`config.mk`:
```
export PLATFORM = sky130hd
export DESIGN_NAME = mc_accumulator
export DESIGN_NICKNAME = d
export VERILOG_FILES = /design/src/rtl/mc_acc_pkg.sv /design/src/rtl/sat_adder.sv /design/src/rtl/mc_accumulator.sv
export SDC_FILE = /design/constraint.sdc
export NUM_CORES = 1
export LEC_CHECK = 0
export CORE_MARGIN = 2
export CORE_UTILIZATION = 47
export CTS_CLUSTER_SIZE = 12
export DETAILED_ROUTE_END_ITERATION = 7
export PLACE_DENSITY = 0.68
export SLEW_MARGIN = 10
export SYNTH_ARGS = -nofsm -noshare
export SYNTH_HDL_FRONTEND = slang
export SYNTH_SLANG_ARGS = --single-unit
export TNS_END_PERCENT = 10
```
`constraint.sdc`:
```
create_clock -name clk -period 11.7 [get_ports clk]
set_input_delay 2.34 -clock clk [delete_from_list [all_inputs] [get_ports clk]]
set_output_delay 2.34 -clock clk [all_outputs]
set_load 0.02 [all_outputs]
```
`src/rtl/mc_acc_pkg.sv`:
```
// mc_acc_pkg
// Shared defaults and helpers for the multi-channel accumulator datapath.
// The sat_max/sat_min helpers return the saturation limits of a signed
// number of the given width. The result sits in the low bits of a 64-bit
// vector, and callers truncate it to their own width.
package mc_acc_pkg;

  localparam int IN_WIDTH_DEF  = 14;
  localparam int ACC_WIDTH_DEF = 18;
  localparam int CHANNELS_DEF  = 4;
  localparam bit SATURATE_DEF  = 1'b1;
  localparam int MAX_WIDTH     = 64;

  // Largest positive value: 0 followed by all ones.
  function automatic logic [MAX_WIDTH-1:0] sat_max(input int width);
    logic [MAX_WIDTH-1:0] v;
    v = '0;
    for (int i = 0; i < width - 1; i++) v[i] = 1'b1;
    return v;
  endfunction

  // Most negative value: 1 followed by all zeros.
  function automatic logic [MAX_WIDTH-1:0] sat_min(input int width);
    logic [MAX_WIDTH-1:0] v;
    v = '0;
    v[width-1] = 1'b1;
    return v;
  endfunction

  // Width of a channel index. Never less than one bit.
  function automatic int ch_width(input int channels);
    return (channels > 1) ? $clog2(channels) : 1;
  endfunction

endpackage

```
`src/rtl/sat_adder.sv`:
```
// sat_adder
// Combinational signed adder with optional clamping. The node-compare stage
// also uses it.
// Ports:
//   a, b      in   ACC_WIDTH  signed summands
//   saturate  in   1          1 = clamp on overflow, 0 = two's-complement wrap
//   y         out  ACC_WIDTH  signed result
//   ovf       out  1          true sum does not fit in ACC_WIDTH bits
module sat_adder
  import mc_acc_pkg::*;
#(
  parameter int ACC_WIDTH = ACC_WIDTH_DEF
) (
  input  logic [ACC_WIDTH-1:0] a,
  input  logic [ACC_WIDTH-1:0] b,
  input  logic                 saturate,
  output logic [ACC_WIDTH-1:0] y,
  output logic                 ovf
);

  localparam logic [ACC_WIDTH-1:0] POS_MAX = ACC_WIDTH'(sat_max(ACC_WIDTH));
  localparam logic [ACC_WIDTH-1:0] NEG_MIN = ACC_WIDTH'(sat_min(ACC_WIDTH));

  logic [ACC_WIDTH:0] sum;

  // Add one guard bit. If the guard bit disagrees with the result MSB, the
  // sum overflowed. The guard bit then gives the true sign, which selects
  // the clamp direction.
  always_comb begin
    sum = {a[ACC_WIDTH-1], a} + {b[ACC_WIDTH-1], b};
    ovf = sum[ACC_WIDTH] ^ sum[ACC_WIDTH-1];
    y   = sum[ACC_WIDTH-1:0];
    if (ovf && saturate) y = sum[ACC_WIDTH] ? NEG_MIN : POS_MAX;
  end

endmodule

```
`src/rtl/mc_accumulator.sv`:
```
// mc_accumulator
// Signed accumulator with several channels for the decision-tree datapath.
// Each channel keeps an accumulator and a sticky overflow flag. A beat
// marked last sends that channel's result to a single-entry valid/ready
// output register and clears the channel.
// Ports:
//   clk, reset         clock; synchronous active-high reset
//   in_valid/in_ready  input handshake (in_ready = !out_valid || out_ready)
//   in_ch              target channel; in_ch >= CHANNELS is accepted and dropped
//   in_load            left summand = in_init instead of stored acc; clears sticky
//   in_add             right summand = sign-extended in_a (else zero)
//   in_last            emit result and clear the channel
//   in_init, in_a      signed load value / signed addend
//   out_valid/out_ready output handshake
//   out_ch, out_y, out_ovf  channel, result and sticky overflow of the held result
module mc_accumulator
  import mc_acc_pkg::*;
#(
  parameter int IN_WIDTH  = IN_WIDTH_DEF,
  parameter int ACC_WIDTH = ACC_WIDTH_DEF,
  parameter int CHANNELS  = CHANNELS_DEF,
  parameter bit SATURATE  = SATURATE_DEF,
  localparam int CH_W     = ch_width(CHANNELS)
) (
  input  logic                 clk,
  input  logic                 reset,
  input  logic                 in_valid,
  output logic                 in_ready,
  input  logic [CH_W-1:0]      in_ch,
  input  logic                 in_load,
  input  logic                 in_add,
  input  logic                 in_last,
  input  logic [ACC_WIDTH-1:0] in_init,
  input  logic [IN_WIDTH-1:0]  in_a,
  output logic                 out_valid,
  input  logic                 out_ready,
  output logic [CH_W-1:0]      out_ch,
  output logic [ACC_WIDTH-1:0] out_y,
  output logic                 out_ovf
);

  logic [ACC_WIDTH-1:0] acc [CHANNELS];
  logic [CHANNELS-1:0]  sticky;

  logic                 ch_ok;
  logic                 accept;
  logic                 accept_last;
  logic [ACC_WIDTH-1:0] acc_sel;
  logic                 sticky_sel;
  logic [ACC_WIDTH-1:0] left;
  logic [ACC_WIDTH-1:0] right;
  logic [ACC_WIDTH-1:0] result;
  logic                 ovf;
  logic                 new_sticky;

  // Select the channel by comparing against each legal index. This avoids
  // indexing the arrays with a value that may be out of range. When no
  // index matches, ch_ok stays low.
  always_comb begin
    acc_sel    = '0;
    sticky_sel = 1'b0;
    ch_ok      = 1'b0;
    for (int i = 0; i < CHANNELS; i++) begin
      if (in_ch == CH_W'(i)) begin
        acc_sel    = acc[i];
        sticky_sel = sticky[i];
        ch_ok      = 1'b1;
      end
    end
  end

  // in_ready depends only on the output register, never on in_valid.
  // A beat for an out-of-range channel still completes the handshake, but
  // it changes no state.
  assign in_ready    = !out_valid || out_ready;
  assign accept      = in_valid && in_ready && ch_ok;
  assign accept_last = accept && in_last;

  assign left  = in_load ? in_init : acc_sel;
  assign right = in_add ? {{(ACC_WIDTH-IN_WIDTH){in_a[IN_WIDTH-1]}}, in_a} : '0;

  sat_adder #(
    .ACC_WIDTH(ACC_WIDTH)
  ) u_sat_adder (
    .a       (left),
    .b       (right),
    .saturate(SATURATE),
    .y       (result),
    .ovf     (ovf)
  );

  assign new_sticky = (in_load ? 1'b0 : sticky_sel) | ovf;

  // A last beat writes zero back, so the channel starts fresh on the next
  // beat. A new result may replace the held one in the same cycle it drains.
  always_ff @(posedge clk) begin
    if (reset) begin
      for (int i = 0; i < CHANNELS; i++) acc[i] <= '0;
      sticky    <= '0;
      out_valid <= 1'b0;
      out_y     <= '0;
      out_ch    <= '0;
      out_ovf   <= 1'b0;
    end else begin
      if (accept) begin
        for (int i = 0; i < CHANNELS; i++) begin
          if (in_ch == CH_W'(i)) begin
            acc[i]    <= in_last ? '0 : result;
            sticky[i] <= in_last ? 1'b0 : new_sticky;
          end
        end
      end
      if (accept_last) begin
        out_valid <= 1'b1;
        out_y     <= result;
        out_ch    <= in_ch;
        out_ovf   <= new_sticky;
      end else if (out_ready) begin
        out_valid <= 1'b0;
      end
    end
  end

endmodule

```
==> qor.txt, run 1 <==
residual DRC count: 0
Hold Fails Final Rpt: 0
Max Clk Rate: 0.145 GHz
Final Setup Violations: 0
sw frac: 28.8%
Nets: 588
Ys Warns: 0
total of flip-flops plus latches after synthesis: 98
Seq/Total Area, Yosys: 49.3%
reg2reg start: acc[1][0]
Layout area overhead: 18.7%
Post-synth EDFFs: 72
Hold Crit Start: out_ch[0]
Post-CTS Setup Bufs: 0
post-synth net total: 537
CTS resizes: 0
Starting Density: 47.9%
mapped cell area: 0.00545 mm^2
max_slew headroom: 33.1%
H-tree levels: 3
dominant cell type by area after synthesis: edfxtp_1
antenna viol nets, final: 0
internal power: 0.657 mW
Min Hold Slack: 469 ps
register area: 0.00268 mm^2
cell at the slowest stage of the critical path: o31ai_4
Port Buffer Count: 63
switching power: 0.265 mW
die height: 112 um
Clk Tree Root Cell: clkbuf_16
worst path cell trace: clkdlybuf4s50_1 > buf_4 > mux4_2 > mux2_2 > ha_1 > inv_1 > fa_1 > nor2b_1 > o31a_1 > o31ai_2 > a211oi_2 > o31ai_4 > nor2_1 > o31ai_1 > nor2_1
ys async rst share: 0%
initial antenna violation count: 0
1st-iter DRT viols: 293
Tot GR Track Use: 20.9%
CTS Buf Count: 9
total negative slack: 0 ps
worst slew pin tran: 1000 ps
drt via density: 5.77
Synth Instances: 477
unrepaired setup endpoints after global routing: false
main area contributors after synthesis: edfxtp_1 40%, dfxtp_1 9.6%, mux4_2 7.9%, nor2_1 6.8%, ha_1 4.1%
clock-pin slew on the worst setup and hold paths: 60 ps
Worst Setup Path Type: in -> reg
max_cap viols: 0
Syn Area/Cell: 11.4 um^2
footprint of the multi-input gates: 0.00260 mm^2
CORE AREA: 0.0114 mm^2
critical path capture point type: flop
Final Max Slew Viols: 0
CP max stage delay: 890 ps
outcome: finished, final reports clean
skew final: 6.04 ps
I/O pin cnt: 64
crit path time final: 6870 ps
Pwr per Cell Area: 143 mW/mm^2
Buf/Inv on CP: 3
sequential share of power: 43.6%
Hold Path Class: reg -> reg
Max rail drop VDD: 0.0000753 V
clock sinks: 98
die boundary width: 112 um
detailed-route wire length: 12.5 mm
vias in the first global route: 3887
Primary FF master, synth: edfxtp_1
GRT overflow: 0
ant diodes: 0
CTS tree: done
critical path startpoint: in_ch[0]
Crit path max-delay family: compound AO/OA/AOI/OAI gates
final worst-path cycle share: 58.8%
Combinational Power Share: 25.2%
ratio of cells with drive above 1 in the final layout: 16.5%
Clock Path Buffers: 2
Crit path top cell by count: nor2_1
critical path peak fanout: 25
routability cong.: 0.869
first-pass iteration count of the detailed router: 6
first-pass GRT wire length: 20.4 mm
critical path startpoint category: input port
Clock Power Share: 31.3%
Post-CTS Hold Fix Bufs: 0
Die ar.: 0.0125 mm^2
std cell rows: 39
largest net degree at the start of global routing: 38
leakage power total: 2.36 nW
Req. time, crit path: 11760 ps
Netlist cell types: 51
CP arrival: 6930 ps
share of the synthesized area in the top cell type: 39.7%
DP HPWL: 8.37 mm
Worst-Skew Late Latency: 340 ps
vias: 3903
drt wl/cell: 18.5 um
FILL cells: 970
## cells in the mapped netlist (11+ instances only)
master and instances:
a211oi_1 12, nand2_1 26, o21ai_0 11, edfxtp_1 72
maj3_2 12, clkbuf_1 20, a211oi_2 11, and2_1 14
mux2_2 18, inv_1 11, mux4_2 19, nor2_1 98
dfxtp_1 26, a21oi_1 15, ha_1 18
## final timing paths
check / cells after the start / slack, ps / to
worst max-delay path: 15 / 4830 / acc[3][10]
worst min-delay path: 2 / 470 / out_ch[0]
worst max register to register: 13 / 7420 / acc[3][10]
worst min register to register: 2 / 470 / out_ch[0]
## routing by layer
layer | vias up | wire, um | GRT usage [%]
met1 | 1902 | 5810 | 29.8
met2 | 136 | 5680 | 32.8
li1 | 1850 | - | -
met4 | 0 | 199 | 7.24
met3 | 15 | 805 | 3.10
met5 | - | 0 | 0
## tightest hold or removal path, cell delays in order, from the launching register on
cell     delay [ps]
dfxtp_1         320
nand2_1          50
a21oi_1          50
## area by class of cell
class	instances	share of cell area, %
clock inverter	4	0.348
tap	143	2.77
clock buffer	12	4.30
inverter	11	0.639
sequential	98	41.5
multi-input combinational	341	40.2
timing repair buffer	67	10.2
## power by group through the flow
stage / registers (mW) / clock network, mW / logic, mW
CTS: 0.402 / 0.293 / 0.231
floorplan: 0.414 / 0 / 0.156
detailed placement: 0.409 / 0 / 0.228
global placement: 0.408 / 0 / 0.227
finish: 0.402 / 0.288 / 0.232
global route: 0.404 / 0.304 / 0.252
## cell usage in the layout (no fill, tap or decap), types with 2 or more instances in the layout
cell type,Yosys,layout
a211oi_1,12,12
a211oi_2,11,11
a21o_1,9,9
a21oi_1,15,15
and2_1,14,14
buf_4,0,4
clkbuf_16,0,10
clkbuf_8,0,2
clkdlybuf4s50_1,0,63
clkinv_2,0,3
dfxtp_1,26,26
edfxtp_1,72,72
ha_1,18,18
inv_1,11,11
maj3_1,3,3
maj3_2,12,12
mux2_2,18,18
mux4_2,19,19
nand2_1,26,26
nand2b_1,4,4
nand3_1,4,4
nor2_1,98,98
nor2b_1,9,9
nor3_1,6,6
o211ai_1,2,2
o21a_1,4,4
o21ai_0,11,11
o21bai_1,2,2
o22ai_1,5,5
o311ai_0,3,3
o31ai_1,2,2
or3_1,3,3
xnor2_1,5,5
xor2_1,8,8
## state kept, by name, summed over array words and instances (netlist names)
signal	count
acc	72
out_valid	1
sticky	4
out_ch	2
out_y	18
out_ovf	1
## per-stage QoR
step	total power [mW]	setup slack (ps)	utilization, %	instance area [um^2]	cells
after floorplan	0.570	5270	-	5450	477
after global placement	0.635	4650	54.2	6160	660
after detailed placement	0.637	4500	54.2	6160	660
after CTS	0.926	4820	56.9	6460	676
after global routing	0.960	4370	56.9	6460	676
final	0.922	4830	56.9	6460	676
## logic make-up after synthesis
| family | count (synthesis) | share of synthesized area [%] |
|---|---|---|
| multiplexers | 37 | 11.6 |
| buffers and inverters | 38 | 2.96 |
| flip-flops | 98 | 49.3 |
| AO/OA/AOI/OAI | 85 | 12.1 |
| XOR/XNOR | 14 | 2.39 |
| AND/OR/NAND/NOR | 171 | 14.1 |
| adder cells (fa/ha/maj) | 34 | 7.54 |
Note: power is estimated with default switching activity, not from simulation.
==> run 2: changes to the inputs <==
==> constraint.sdc (replaced) <==
create_clock -name clk -period 6.5 [get_ports clk]
set_input_delay 1.3 -clock clk [delete_from_list [all_inputs] [get_ports clk]]
set_output_delay 1.3 -clock clk [all_outputs]
set_load 0.02 [all_outputs]
==> run 2 against run 1 <==
Effect of this change:
- non-clock buffer count grew 3
- utilization shrank 0.055 points
- critical path depth shrank 1
- hold slack lost 0.77 ps
- flip-flop and latch count is the same
- count of clock-buffer cells in the layout shrank 2
- first-iteration DRC count shrank 7.5%
- clock power grew 67%
- critical endpoint is now acc[3][3]
- largest cell class unchanged
- highest routed layer unchanged
==> qor.txt, run 2 (synthesis gave the netlist of run 1 again) <==
clock-pin slew on the worst setup and hold paths: 60 ps
Hold Path Class: reg -> reg
drt wl/cell: 18.8 um
detailed-route wire length: 12.7 mm
Max rail drop VDD: 0.000191 V
Post-CTS Setup Bufs: 0
drt via density: 5.68
residual DRC count: 0
die boundary width: 112 um
H-tree levels: 3
Final Setup Violations: 0
Post-CTS Hold Fix Bufs: 0
Req. time, crit path: 6560 ps
critical path capture point type: flop
critical path startpoint category: input port
Hold Fails Final Rpt: 0
Port Buffer Count: 63
sw frac: 29.1%
skew final: 5.93 ps
std cell rows: 39
hold path depth: 2
critical path peak fanout: 18
CP arrival: 5770 ps
max_cap viols: 0
CTS Buf Count: 9
Die ar.: 0.0125 mm^2
CORE AREA: 0.0114 mm^2
CTS tree: done
ratio of cells with drive above 1 in the final layout: 16.4%
Nets: 591
max reg flops: 72
first-pass GRT wire length: 20.6 mm
register area: 0.00268 mm^2
die height: 112 um
first-pass iteration count of the detailed router: 5
Reg2Reg Depth: 11
Top Registers: acc x72, out_y x18, sticky x4
Worst Setup Path Type: in -> reg
Clk Tree Root Cell: clkbuf_16
most common cell after layout, fill and taps aside: nor2_1
I/O pin cnt: 64
GRT overflow: 0
largest net degree at the start of global routing: 28
outcome: finished, final reports clean
Pwr per Cell Area: 251 mW/mm^2
switching power: 0.471 mW
Layout area overhead: 18.6%
crit path time final: 5720 ps
clock sinks: 98
unrepaired setup endpoints after global routing: false
DP HPWL: 8.68 mm
internal power: 1.15 mW
Clock Path Buffers: 2
Clock Power Share: 29.7%
antenna viol nets, final: 0
CTS resizes: 0
worst slew pin tran: 1030 ps
sequential share of power: 44.6%
Max Clk Rate: 0.175 GHz
vias: 3855
placed insts: 663
total negative slack: 0 ps
Worst-Skew Late Latency: 340 ps
Final Max Slew Viols: 0
most frequent cells in the layout: 98 x nor2_1, 72 x edfxtp_1, 63 x clkdlybuf4s50_1
Top reg by flops: acc
final worst-path cycle share: 87.9%
vias in the first global route: 3871
leakage power total: 2.36 nW
Starting Density: 47.9%
initial antenna violation count: 0
1st-iter DRT viols: 271
Tot GR Track Use: 21.4%
routability cong.: 0.845
FILL cells: 975
Layout Cells excl Fill: 679
max_slew headroom: 31.0%
footprint of the multi-input gates: 0.00260 mm^2
ant diodes: 0
Combinational Power Share: 25.7%
run 2: worst paths after layout:
kind / startpoint / endpoint / slack, ps
max: in_ch[0] / acc[3][3] / 780
min: out_ch[0] / out_ch[0] / 470
max reg2reg: acc[3][1] / acc[3][3] / 2220
min reg2reg: out_ch[0] / out_ch[0] / 470
run 2: routing by layer:
metal | track usage [%] | vias up | wire length [um]
li1 | - | 1858 | -
met1 | 31.6 | 1864 | 6090
met2 | 32.3 | 122 | 5780
met3 | 4.63 | 11 | 750
met4 | 5.19 | 0 | 126
met5 | 0 | - | 0
run 2: area by class of cell:
class	instances	share of cell area [%]
flip-flops and latches	98	41.5
multi-input cells	341	40.3
repair buffers	70	10.6
clock buffers	10	3.70
well taps	143	2.77
inverters	11	0.639
clock inverters	6	0.504
run 2: through the flow:
step	total power [mW]	setup slack [ps]	hold slack (ps)	utilization (%)	area, um^2
after detailed placement	1.15	431	457	54.4	6190
after global placement	1.14	483	449	54.4	6190
after floorplan	1.03	1110	449	-	5450
after CTS	1.62	777	469	56.8	6460
after global routing	1.69	548	488	56.8	6460
final	1.62	785	468	56.8	6460
run 2: critical path, stage by stage:
cell and delay (ps):
clkdlybuf4s50_1 450, buf_4 200, buf_4 340, mux4_2 550, mux2_2 280, ha_1 400
a21o_1 210, a31oi_1 160, o21ai_0 90, o21ba_2 280, a31oi_4 130, xnor2_2 820
maj3_1 460, nor2_1 90
run 2: power by group through the flow:
stage / combinational (mW) / clock (mW) / sequential [mW]
2_1_floorplan: 0.281 / 0 / 0.746
3_3_place_gp: 0.408 / 0 / 0.735
3_5_place_dp: 0.413 / 0 / 0.736
4_1_cts: 0.417 / 0.484 / 0.723
5_1_grt: 0.455 / 0.513 / 0.726
6_report: 0.416 / 0.480 / 0.723
